$ cat src/rtl/gpio_pkg.sv
`default_nettype none
// ============================================================================
// Module      : gpio_pkg
// Description : Shared constants, types and helpers for GPIO input
//               conditioning.
// Revision    : 1.0 - initial release
// ============================================================================
package gpio_pkg;

  localparam int GPIO_N_PINS           = 34;
  localparam int GPIO_DEBOUNCE_DEFAULT = 1000;

  // Debounce state is implicit: it is decoded each cycle from whether the
  // synchronized input disagrees with the accepted level.
  typedef enum logic {
    DBC_STABLE  = 1'b0,
    DBC_PENDING = 1'b1
  } dbc_state_e;

  // Counter width for a debounce length of d cycles. The counter only ever
  // needs to hold 0..d-1, and is never narrower than one bit.
  function automatic int dbc_width(input int d);
    int w;
    w = $clog2(d);
    return (w < 1) ? 1 : w;
  endfunction

endpackage
`default_nettype wire

$ cat src/rtl/gpio_input_conditioner_debounce_cell.sv
`default_nettype none
// ============================================================================
// Module      : debounce_cell
// Description : One pin of the conditioner: 2-FF synchronizer, debounce
//               counter, accepted level and registered rise/fall pulses.
// Revision    : 1.0 - initial release
// ============================================================================
module debounce_cell
  import gpio_pkg::*;
#(
  parameter int DEBOUNCE_CYCLES = GPIO_DEBOUNCE_DEFAULT
) (
  input  logic clk,
  input  logic gated_reset,
  input  logic pin_i,
  output logic level_o,
  output logic rise_o,
  output logic fall_o
);

  localparam int             CNT_W    = dbc_width(DEBOUNCE_CYCLES);
  localparam logic [CNT_W-1:0] CNT_LAST = CNT_W'(DEBOUNCE_CYCLES - 1);

  logic             sync1_q;
  logic             sync2_q;
  logic             level_q, level_d;
  logic [CNT_W-1:0] cnt_q,   cnt_d;
  logic             rise_q,  rise_d;
  logic             fall_q,  fall_d;
  dbc_state_e       state;

  // Two-flop synchronizer for the raw asynchronous pin.
  always_ff @(posedge clk or negedge gated_reset) begin
    if (!gated_reset) begin
      sync1_q <= 1'b0;
      sync2_q <= 1'b0;
    end else begin
      sync1_q <= pin_i;
      sync2_q <= sync1_q;
    end
  end

  // Debounce decision: count while the synchronized input disagrees with the
  // accepted level; any agreement throws the partial count away.
  always_comb begin
    level_d = level_q;
    cnt_d   = '0;
    rise_d  = 1'b0;
    fall_d  = 1'b0;
    state   = (sync2_q == level_q) ? DBC_STABLE : DBC_PENDING;
    case (state)
      DBC_STABLE: begin
        cnt_d = '0;
      end
      DBC_PENDING: begin
        if (cnt_q == CNT_LAST) begin
          level_d = sync2_q;
          rise_d  = sync2_q;
          fall_d  = ~sync2_q;
        end else begin
          cnt_d = cnt_q + CNT_W'(1);
        end
      end
      default: begin
        cnt_d = '0;
      end
    endcase
  end

  // Accepted level, counter and one-cycle event pulses.
  always_ff @(posedge clk or negedge gated_reset) begin
    if (!gated_reset) begin
      level_q <= 1'b0;
      cnt_q   <= '0;
      rise_q  <= 1'b0;
      fall_q  <= 1'b0;
    end else begin
      level_q <= level_d;
      cnt_q   <= cnt_d;
      rise_q  <= rise_d;
      fall_q  <= fall_d;
    end
  end

  assign level_o = level_q;
  assign rise_o  = rise_q;
  assign fall_o  = fall_q;

endmodule
`default_nettype wire

$ cat src/rtl/gpio_input_conditioner.sv
`default_nettype none
// ============================================================================
// Module      : gpio_input_conditioner
// Description : Synchronizes and debounces raw GPIO inputs, produces per-pin
//               rise/fall pulses and sticky event flags.
// Revision    : 1.0 - initial release
// ============================================================================
module gpio_input_conditioner
  import gpio_pkg::*;
#(
  parameter int N_PINS          = GPIO_N_PINS,
  parameter int DEBOUNCE_CYCLES = GPIO_DEBOUNCE_DEFAULT
) (
  input  logic              clk,
  input  logic              gated_reset,
  input  logic [N_PINS-1:0] gpio_in,
  input  logic              event_clr,
  output logic [N_PINS-1:0] pin_level,
  output logic [N_PINS-1:0] rise_pulse,
  output logic [N_PINS-1:0] fall_pulse,
  output logic [N_PINS-1:0] event_flag,
  output logic              any_event
);

  logic [N_PINS-1:0] event_flag_q, event_flag_d;

  for (genvar i = 0; i < N_PINS; i++) begin : g_pin
    debounce_cell #(
      .DEBOUNCE_CYCLES(DEBOUNCE_CYCLES)
    ) u_cell (
      .clk        (clk),
      .gated_reset(gated_reset),
      .pin_i      (gpio_in[i]),
      .level_o    (pin_level[i]),
      .rise_o     (rise_pulse[i]),
      .fall_o     (fall_pulse[i])
    );
  end

  // Sticky flags: clear first, then let a same-cycle event win.
  always_comb begin
    event_flag_d = event_flag_q;
    if (event_clr) begin
      event_flag_d = '0;
    end
    event_flag_d = event_flag_d | rise_pulse | fall_pulse;
  end

  // Flag register.
  always_ff @(posedge clk or negedge gated_reset) begin
    if (!gated_reset) begin
      event_flag_q <= '0;
    end else begin
      event_flag_q <= event_flag_d;
    end
  end

  assign event_flag = event_flag_q;
  assign any_event  = |event_flag_q;

endmodule
`default_nettype wire

$ cat config.mk
export PLATFORM = sky130hd
export DESIGN_NAME = gpio_input_conditioner
export DESIGN_NICKNAME = d
export VERILOG_FILES = /design/src/rtl/gpio_pkg.sv /design/src/rtl/gpio_input_conditioner_debounce_cell.sv /design/src/rtl/gpio_input_conditioner.sv
export SDC_FILE = /design/constraint.sdc
export NUM_CORES = 1
export LEC_CHECK = 0
export ABC_AREA = 1
export BUFFER_PORTS_ARGS = -buffer_cell sky130_fd_sc_hd__buf_2
export CAP_MARGIN = 20
export CORE_MARGIN = 1
export CORE_UTILIZATION = 65
export CTS_CLUSTER_SIZE = 10
export DETAILED_ROUTE_END_ITERATION = 12
export PLACE_DENSITY = 0.85
export SYNTH_ARGS = -nofsm -noshare
export SYNTH_HDL_FRONTEND = slang
export SYNTH_SLANG_ARGS = --single-unit
$ cat constraint.sdc
create_clock -name clk -period 3.2 [get_ports clk]
set_clock_uncertainty 0.05 [all_clocks]
set_input_delay 0.32 -clock clk [delete_from_list [all_inputs] [get_ports clk]]
set_output_delay 0.32 -clock clk [all_outputs]
set_load 0.01 [all_outputs]
## Word-level counts from Yosys, hierarchy flattened

Index checks and enable logic that the tools add are counted.

| storage, ports and cells | value |
|---|---|
| bits in registers | 544 |
| output and inout bits | 137 |

| cells by class | value |
|---|---|
| $add $sub $neg | 34 |
| bitwise operators | 70 |
| multiplexer cells | 239 |
| equal/unequal tests | 68 |
| reductions and logical operators | 35 |

Operator list:

| cell | number |
|---|---|
| $pmux 10 s2 | 34 |
| $add 10x1->10 const B | 34 |
| $eq 10x10->1 const B | 34 |
| $mux 10 | 34 |
| $mux 1 | 170 |
| $not 1->1 | 68 |
| $or 34x34->34 | 2 |
| $reduce_and 2->1 | 34 |
| $eq 1x1->1 | 34 |
| $mux 34 | 1 |
| $reduce_or 34->1 | 1 |

## Depth between registers and ports, before layout

Gate-level depths: netlist of the first run.

| logic depth | value |
|---|---|
| depth in word-level cells | 3 |
| gate-level depth with buffers | 7 |

## Modules after synthesis

From an unflattened synthesis of the first run, not the netlist that was laid out.

| second synthesis, totals | value |
|---|---|
| cells, all modules | 2541 |
| area total of the unflattened synthesis | 24820.1 um^2 |

By module, submodules not included:

| module | area each (um^2) | times used | cells an instance | sequential area each (um^2) |
|---|---|---|---|---|
| debounce_cell at g_pin[0].u_cell ... | 690.7 | 33 | 71 | 375.4 |
| gpio_input_conditioner | 1336.3 | 1 | 128 | 850.8 |
| debounce_cell at g_pin[9].u_cell | 691.9 | 1 | 70 | 375.4 |

## Least setup slack after synthesis of the first run

Ideal clock, no wire load.

| timing path | value |
|---|---|
| kind | reg-to-reg |
| start | reg g_pin[0].u_cell.cnt_q[0] |
| end | reg g_pin[0].u_cell.cnt_q[8] |
| cell stages (with the launch flop) | 7 |
| slack | 1945 ps |
| setup time | 78 ps |
| arrival | 1128 ps |
| path buffers | 0 |
| path through | dfrtp_1 > ha_1 > nand2_1 > inv_1 > nand3_2 > nand2_2 > a21oi_1 |

| between the ends | value |
|---|---|
| longest elaborated chain between the ends | 3 |
| elaborated cells between the ends (all ways) | 4 |

Ends and longest elaborated chain:

| item | line | text |
|---|---|---|
| start, declared | gpio_input_conditioner_debounce_cell.sv:27 | `logic [CNT_W-1:0] cnt_q, cnt_d;` |
| start signal, assigned | gpio_input_conditioner_debounce_cell.sv:79 | `cnt_q <= cnt_d;` |
| $add 10x1->10 / $eq 10x10->1 (equally long branches) | gpio_input_conditioner_debounce_cell.sv:61, gpio_input_conditioner_debounce_cell.sv:56 |  |
| $mux 10 (*) | gpio_input_conditioner_debounce_cell.sv:56 | `if (cnt_q == CNT_LAST) begin` |
| $pmux 10 s2 (*) | gpio_input_conditioner_debounce_cell.sv:51 | `case (state)` |
| net g_pin[0].u_cell.cnt_d[8] | gpio_input_conditioner_debounce_cell.sv:27 |  |

The timed path passes the listed nets; every way through them passes the cells marked *.
A chain may end at the register's enable or synchronous reset.

## Worst setup path in the final report of the first run

| timing path | value |
|---|---|
| start | reg event_flag_q[18], in the netlist event_flag[18] |
| end | out any_event |

| between the ends | value |
|---|---|
| longest elaborated chain between the ends | 1 |

Ends and longest elaborated chain:

| item | line | text |
|---|---|---|
| start, declared | gpio_input_conditioner.sv:25 | `logic [N_PINS-1:0] event_flag_q, event_flag_d;` |
| start signal, assigned | gpio_input_conditioner.sv:54 | `event_flag_q <= event_flag_d;` |
| $reduce_or 34->1 | gpio_input_conditioner.sv:59 | `assign any_event = \|event_flag_q;` |
| end, declared | gpio_input_conditioner.sv:22 | `output logic any_event` |

Every way passes these cells.

==> results.toml, run 1 <==
[outcome]
status = "complete, no violations"

[worst_setup_path]
crit_slowest_cell = "dfrtp_1"
cp-end-kind = "output port"
crit_fanout = 3
crit_required_ns = 2.83
arrival_ns = 1.94
max_stage_delay_ns = 0.39
start_kind = "register"
path_cells = "nor2_1, nand3_1, nor3_1, nand2_1, buf_2"
rrSetupSlack_ns = 1.68
critPathKind = "reg -> out"

[timing]
period_needed_ns = 2.31
finalHoldViolCount = 0
relSlewSlack = 0.619
rsz0062_at_grt = "no"
worst_slew_pin_slew_ns = 0.572
fmax_mhz = 433
hold_slack_ns = 0.123
setup_tns_ns = 0
finalMaxSlewViolations = 0
setup_viol = 0
finalCritPeriodShare = 0.721

[routing]
via_per_inst = 5.49
num_vias = 18000
drc = 0
drtPass1Iterations = 5
routedWlPerCell_um = 15.5
postRouteWirelength_mm = 51.1
ant_nets = 0
first_iter_violations = 1097

[floorplan]
initial_utilization = 0.660
die_w_um = 195
die_y_um = 195
die-area_um2 = 37900
pin_count = 174
core_um2 = 36600
rows = 70

[synthesis]
synth_top_area_frac = 0.564
synth_flop_cell = "dfrtp_1"
syn-cell-area_um2 = 24100
synth_edf_count = 0
avgSynthCellArea_um2 = 9.16
yosys.area.top_type = "dfrtp_1"
synthTopCellsByArea = "dfrtp_1 (56%), nor2_1 (8.7%), nand2_1 (5.6%)"
synth_warnings = 0
ys_seq_elements = 544
synthArstFlopShare = 1.00
synth_nets = 2708
synth.distinct_cells = 29
yosysSeqAreaShare = 0.564
syn_inst = 2637

[clocking]
root_buffer = "clkbuf_16"
cts.sinks = 544
clkTransAtPathRegs_ns = 0.05
clk_latency_ns = 0.61
cts_resized = 0
h-tree-depth = 2
cts_tree = "yes"
cts_buffers = 60
clockBufferDepth = 3

[min_path]
holdCritPathClass = "in -> reg"

[final_layout]
area_growth_syn_to_layout_pct = 11.4
layout_common_cells = "nor2_1 (560), dfrtp_1 (544), nand2_1 (360)"
layout_commonest_cell = "nor2_1"
fill_cells = 2473
diodes = 0
fin_util = 0.735
nets = 2883
drive_above_1_share = 0.146
design_area_um2 = 26900

[power_and_ir_drop]
p_leak_nw = 13.2
ir_worst_vdd_mv = 0.421
power.density_nw_per_um2 = 505

[job]
drv_cap = 0

[place]
hpwlAfterDp_mm = 35.4
placed_area_um2 = 25000
io_buffers = 173
routabilityCongestion = 0.929

[grt]
grt_pass1_vias = 18200
grt_pass1_wl_mm = 85.4
antenna_found_initial = 0
grt.overflow.total = 0
grt_max_degree = 102
grt_util_all_layers = 0.277
==> path summary, 6_finish.rpt <==
path	endpoint	startpoint	cells after the start
min in group asynchronous	g_pin[28].u_cell.sync1_q	gated_reset	2
min	event_flag[3]	event_clr	2
max reg2reg	g_pin[11].u_cell.cnt_q[8]	g_pin[11].u_cell.cnt_q[0]	6
max	any_event	event_flag[18]	5
max in group asynchronous	g_pin[20].u_cell.cnt_q[0]	gated_reset	4
min reg2reg	g_pin[30].u_cell.sync2_q	g_pin[30].u_cell.sync1_q	0
==> cell type report <==
| type | count | area [um^2] | area share |
|---|---|---|---|
| multi-input combinational | 1710 | 8710 | 0.324 |
| clock inverter | 2 | 17.5 | 0.000651 |
| sequential | 544 | 13600 | 0.506 |
| tap | 468 | 586 | 0.0218 |
| inverter | 278 | 1040 | 0.0388 |
| timing repair buffer | 218 | 1380 | 0.0512 |
| clock buffer | 65 | 1560 | 0.0580 |
==> flip-flops by register name, indices dropped and copies added, names as in the netlist <==
signal and cells:
g_pin.u_cell.cnt_q 340, event_flag 34, g_pin.u_cell.fall_o 34, g_pin.u_cell.level_o 34
g_pin.u_cell.rise_o 34, g_pin.u_cell.sync1_q 34, g_pin.u_cell.sync2_q 34
==> report_power, final <==
| part | internal, mW | switching, mW | total [mW] |
|---|---|---|---|
| clock network | 3.38 | 2.52 | 5.90 |
| logic | 0.185 | 0.368 | 0.552 |
| registers | 7.03 | 0.0954 | 7.13 |
| total | 10.6 | 2.99 | 13.6 |
==> cell usage after synthesis (3+ instances only) <==
| library cell | n |
|---|---|
| nor2_4 | 25 |
| nand4_1 | 14 |
| xor2_1 | 55 |
| nand2_1 | 360 |
| buf_4 | 103 |
| nand3_1 | 210 |
| nor2_1 | 560 |
| nand3_2 | 32 |
| nor3_2 | 3 |
| nor2_2 | 34 |
| ha_1 | 34 |
| o21ai_0 | 53 |
| o21bai_1 | 14 |
| xnor2_1 | 24 |
| a21oi_1 | 109 |
| nand2_2 | 44 |
| or2_1 | 12 |
| dfrtp_1 | 544 |
| nor3_1 | 43 |
| inv_1 | 277 |
| nand3b_2 | 22 |
| nor4_1 | 22 |
| o21ai_1 | 12 |
| a31oi_1 | 10 |
| a211o_1 | 16 |
==> worst max-delay path: cells and delay by family, from the launching register on <==
kind | cells | cell delay (ns)
simple gates | 4 | 0.76
flops | 1 | 0.39
buf+inv | 1 | 0.18
==> timing repair <==
item                      4_1_cts  5_1_grt
hold endpoints to repair       90        0
setup buffers                   0        0
hold buffers                   35        0
==> routing by layer <==
| metal | up-vias | global-route usage | wire length, um |
|---|---|---|---|
| met3 | 99 | 0.0637 | 3430 |
| met4 | 0 | 0.103 | 1490 |
| met5 | - | 0 | 0 |
| met2 | 512 | 0.481 | 25800 |
| li1 | 8649 | - | - |
| met1 | 8770 | 0.338 | 20400 |
==> through the flow <==
step / power (mW) / instances / setup WS (ns)
after floorplan: 7.49 / 2637 / 1.94
after global placement: 7.73 / 3183 / 1.52
after detailed placement: 7.77 / 3183 / 1.52
after CTS: 13.7 / 3285 / 0.866
after global routing: 14.0 / 3285 / 0.813
final: 13.6 / 3285 / 0.892
==> cells by family after synthesis <==
kind of cell    Yosys count  synth area share
fa+ha+maj                34            0.0176
compound gates          214            0.0488
simple gates           1383             0.265
flops                   544             0.564
xor+xnor                 79            0.0287
buf+inv                 383            0.0756
(Power assumes the default switching activity.)
==> run 2: changes to the inputs <==
--- a/config.mk
+++ b/config.mk
@@ -9,10 +9,10 @@
 export BUFFER_PORTS_ARGS = -buffer_cell sky130_fd_sc_hd__buf_2
 export CAP_MARGIN = 20
 export CORE_MARGIN = 1
-export CORE_UTILIZATION = 65
+export CORE_UTILIZATION = 60
 export CTS_CLUSTER_SIZE = 10
 export DETAILED_ROUTE_END_ITERATION = 12
-export PLACE_DENSITY = 0.85
+export PLACE_DENSITY = 0.79
 export SYNTH_ARGS = -nofsm -noshare
 export SYNTH_HDL_FRONTEND = slang
 export SYNTH_SLANG_ARGS = --single-unit
==> constraint.sdc (replaced) <==
create_clock -name clk -period 2.4 [get_ports clk]
set_clock_uncertainty 0.05 [all_clocks]
set_input_delay 0.24 -clock clk [delete_from_list [all_inputs] [get_ports clk]]
set_output_delay 0.24 -clock clk [all_outputs]
set_load 0.01 [all_outputs]
==> results.toml, run 2 (synthesized netlist as in run 1, its figures left out) <==
[final_layout]
nets = 2889
diodes = 0
fill_cells = 3000
drive_above_1_share = 0.147
regMostFlops = "g_pin.u_cell.cnt_q"
area_growth_syn_to_layout_pct = 12.1
multi_input_area_um2 = 8710
layout_common_cells = "nor2_1 (560), dfrtp_1 (544), nand2_1 (360)"
largest_reg_flops = 340
regArea_um2 = 13600
layout_commonest_cell = "nor2_1"

[timing]
finalMaxSlewViolations = 0
period_needed_ns = 2.34
fmax_mhz = 428
setup_tns_ns = 0
relSlewSlack = 0.617
finalCritPeriodShare = 0.973
finalHoldViolCount = 0
rsz0062_at_grt = "no"
fin_ws_ns = 0.0645
setup_viol = 0
worst_slew_pin_slew_ns = 0.574

[grt]
antenna_found_initial = 0
grt_pass1_vias = 17800
grt_max_degree = 66
grt_pass1_wl_mm = 83.0
grt.overflow.total = 0
grt_util_all_layers = 0.249

[floorplan]
initial_utilization = 0.608
die_y_um = 203
rows = 73
die_w_um = 203
core_um2 = 39700
die-area_um2 = 41000
pin_count = 174

[min_path]
holdCritPathClass = "in -> reg"

[worst_setup_path]
worst-path-buf-inv = 1
max_stage_delay_ns = 0.39
critPathKind = "reg -> out"
start_kind = "register"
crit_fanout = 3
arrival_ns = 2.05
crit_family = "simple AND/OR/NAND/NOR gates"
crit_slowest_cell = "dfrtp_1"
crit_required_ns = 2.11
cp-end-kind = "output port"
path_cells = "nor2_1, nand4_1, nor3_1, nand2_1, buf_2"

[clocking]
postCtsSetupRepairBufs = 0
cts.sinks = 544
holdBufCountCts = 35
cts_resized = 0
cts_buffers = 60
h-tree-depth = 2
root_buffer = "clkbuf_16"
cts_tree = "yes"
clkTransAtPathRegs_ns = 0.05
clk_latency_ns = 0.60
clockBufferDepth = 3

[power_and_ir_drop]
share_comb_of_total_power = 0.042
ir_worst_vdd_mv = 0.554
p_sw_frac = 0.217
p_int_mw = 14.1
p_clk_frac = 0.431
p_switching_mw = 3.90
power.share.sequential = 0.527
power.density_nw_per_um2 = 665
p_leak_nw = 13.2

[routing]
num_vias = 17700
via_per_inst = 5.29
routedWlPerCell_um = 14.9
ant_nets = 0
first_iter_violations = 1101
postRouteWirelength_mm = 49.8
drc = 0
drtPass1Iterations = 6

[job]
drv_cap = 0

[place]
hpwlAfterDp_mm = 35.7
io_buffers = 173
post-place-ws_ns = 0.769
routabilityCongestion = 0.876

[outcome]
status = "complete, no violations"
[run 2: cell types whose count changed in the layout (fill, tap and decap cells not counted)]
cell      delta
clkbuf_1     +2
buf_12       +6
clkbuf_8     -1
inv_6        -2
[run 2: metal layers]
layer / track usage / vias up / part of all wire
li1: - / 8681 / -
met1: 0.309 / 8525 / 0.42
met2: 0.426 / 410 / 0.49
met3: 0.0504 / 85 / 0.058
met4: 0.101 / 0 / 0.032
met5: 0 / - / 0
[run 2: power groups by stage]
stage	clock [mW]	sequential (mW)	combinational, mW
5_1_grt	8.31	9.52	0.881
3_3_place_gp	0	9.64	0.688
4_1_cts	7.98	9.50	0.771
6_report	7.76	9.50	0.751
3_5_place_dp	0	9.66	0.720
2_1_floorplan	0	9.63	0.365
[run 2: final timing paths]
path,from,endpoint,slack [ns],cells after the start
hold reg to reg,g_pin[16].u_cell.sync1_q,g_pin[16].u_cell.sync2_q,0.29,0
max in group asynchronous,gated_reset,g_pin[9].u_cell.cnt_q[6],1.30,4
min in group asynchronous,gated_reset,g_pin[28].u_cell.sync2_q,0.15,2
setup reg to reg,g_pin[2].u_cell.cnt_q[0],g_pin[2].u_cell.cnt_q[5],0.93,6
setup / recovery,event_flag[29],any_event,0.06,5
hold / removal,event_clr,event_flag[16],0.08,2
[run 2: through the flow]
| stage | cells | util | hold slack [ns] | cell area, um^2 | power, mW |
|---|---|---|---|---|---|
| finish | 3347 | 0.681 | 0.0778 | 27100 | 18.0 |
| global route | 3347 | 0.681 | 0.0775 | 27100 | 18.7 |
| CTS | 3347 | 0.681 | 0.0523 | 27100 | 18.2 |
| detailed placement | 3246 | 0.633 | 0.197 | 25200 | 10.4 |
| global placement | 3246 | 0.633 | 0.189 | 25200 | 10.3 |
| floorplan | 2637 | - | -0.106 | 24100 | 9.99 |
[run 2: final cells by class]
type,count,share of cell area
flip-flops and latches,544,0.503
well taps,525,0.0243
multi-input cells,1710,0.322
repair buffers,224,0.0553
inverters,278,0.0385
clock buffers,66,0.0575
==> run 3: changes to the inputs <==
--- a/config.mk
+++ b/config.mk
@@ -12,7 +12,7 @@
 export CORE_UTILIZATION = 60
 export CTS_CLUSTER_SIZE = 10
 export DETAILED_ROUTE_END_ITERATION = 12
-export PLACE_DENSITY = 0.79
+export PLACE_DENSITY = 0.81
 export SYNTH_ARGS = -nofsm -noshare
 export SYNTH_HDL_FRONTEND = slang
 export SYNTH_SLANG_ARGS = --single-unit
==> results.toml, run 3 (synthesized netlist as in run 1, its figures left out) <==
[worst_setup_path]
crit_required_ns = 2.11
crit_fanout = 3
arrival_ns = 1.86
critPathKind = "reg -> out"
start_kind = "register"
cp-end-kind = "output port"

[timing]
setup_viol = 0
finalMaxSlewViolations = 0
finalHoldViolCount = 0
fmax_mhz = 465
setup_tns_ns = 0
rsz0062_at_grt = "no"
period_needed_ns = 2.15
finalCritPeriodShare = 0.896
worst_slew_pin_slew_ns = 0.531
relSlewSlack = 0.646

[grt]
grt_pass1_vias = 18000
antenna_found_initial = 0
grt_max_degree = 67
grt_util_all_layers = 0.252
grt.overflow.total = 0
grt_pass1_wl_mm = 84.3

[final_layout]
multi_input_area_um2 = 8710
regMostFlops = "g_pin.u_cell.cnt_q"
regArea_um2 = 13600
design_area_um2 = 27200
drive_above_1_share = 0.149
layout_common_cells = "nor2_1 (560), dfrtp_1 (544), nand2_1 (360)"
largest_reg_flops = 340
fill_cells = 2989
nets = 2893
layout_commonest_cell = "nor2_1"
diodes = 0
area_growth_syn_to_layout_pct = 12.5

[routing]
ant_nets = 0
first_iter_violations = 963
via_per_inst = 5.32
drc = 0
routedWlPerCell_um = 14.9
drtPass1Iterations = 5
num_vias = 17900
postRouteWirelength_mm = 49.9

[clocking]
clk_latency_ns = 0.61
cts_resized = 0
cts.sinks = 544
clkTransAtPathRegs_ns = 0.06
cts_tree = "yes"
root_buffer = "clkbuf_16"
cts_buffers = 61
h-tree-depth = 2
clockBufferDepth = 3

[floorplan]
die_w_um = 203
initial_utilization = 0.608
die_y_um = 203
rows = 73
pin_count = 174
die-area_um2 = 41000
core_um2 = 39700

[power_and_ir_drop]
ir_worst_vdd_mv = 0.632
total_power_mw = 18.3
p_leak_nw = 13.3
power.density_nw_per_um2 = 674

[outcome]
status = "complete, no violations"

[place]
placed_area_um2 = 25200
io_buffers = 173
routabilityCongestion = 0.912
hpwlAfterDp_mm = 35.5

[min_path]
holdCritPathClass = "in -> reg"

[job]
drv_cap = 0
## run 3: power by group
part	internal, mW	switching (mW)	leakage, nW	total (mW)
logic	0.263	0.493	5.13	0.757
clock network	4.68	3.36	0.811	8.05
registers	9.38	0.123	7.36	9.50
total	14.3	3.98	13.3	18.3
## run 3: critical path, stage by stage, from the launching register on
cell and delay, ns:
dfrtp_1 0.39, nor2_1 0.20, nand3_1 0.10, nor2_1 0.11, nand2_1 0.08, nor2_1 0.14
nand2_1 0.07, buf_2 0.15
## run 3: worst paths after layout
check                      depth (start not counted)                   endpoint                      from  slack [ns]
setup / recovery                                   7                  any_event             event_flag[5]        0.25
hold / removal                                     2             event_flag[26]                 event_clr        0.06
setup reg to reg                                   6   g_pin[2].u_cell.cnt_q[5]  g_pin[2].u_cell.cnt_q[0]        0.95
hold reg to reg                                    0   g_pin[25].u_cell.sync2_q  g_pin[25].u_cell.sync1_q        0.29
max in group asynchronous                          4  g_pin[14].u_cell.cnt_q[4]               gated_reset        1.33
min in group asynchronous                          2   g_pin[28].u_cell.sync2_q               gated_reset        0.10
## run 3: cell type report
class | count | share of cell area
multi-input cells | 1710 | 0.321
flip-flops and latches | 544 | 0.501
clock inverters | 2 | 0.000645
well taps | 525 | 0.0242
inverters | 278 | 0.0384
repair buffers | 227 | 0.0550
clock buffers | 69 | 0.0600
## run 3: timing repair
item                                   CTS  global route
setup buffers                            0             0
endpoints found under the hold margin  225             0
setup endpoints to repair                0             0
hold buffers                            35             0
## run 3: routing by layer
| layer | track usage | wire length [um] | vias up |
|---|---|---|---|
| met5 | 0 | 0 | - |
| met4 | 0.104 | 1620 | 0 |
| met3 | 0.0371 | 2210 | 102 |
| met2 | 0.433 | 24900 | 412 |
| met1 | 0.321 | 21200 | 8665 |
| li1 | - | - | 8684 |
## run 3: metrics by stage
stage          hold WS, ns  instances  setup WS, ns   util
2_1_floorplan       -0.106       2637          1.14      -
3_3_place_gp         0.159       3249         0.908  0.633
3_5_place_dp         0.164       3249         0.871  0.633
4_1_cts             0.0262       3355         0.211  0.684
5_1_grt             0.0612       3355         0.131  0.684
6_report            0.0564       3355         0.249  0.684
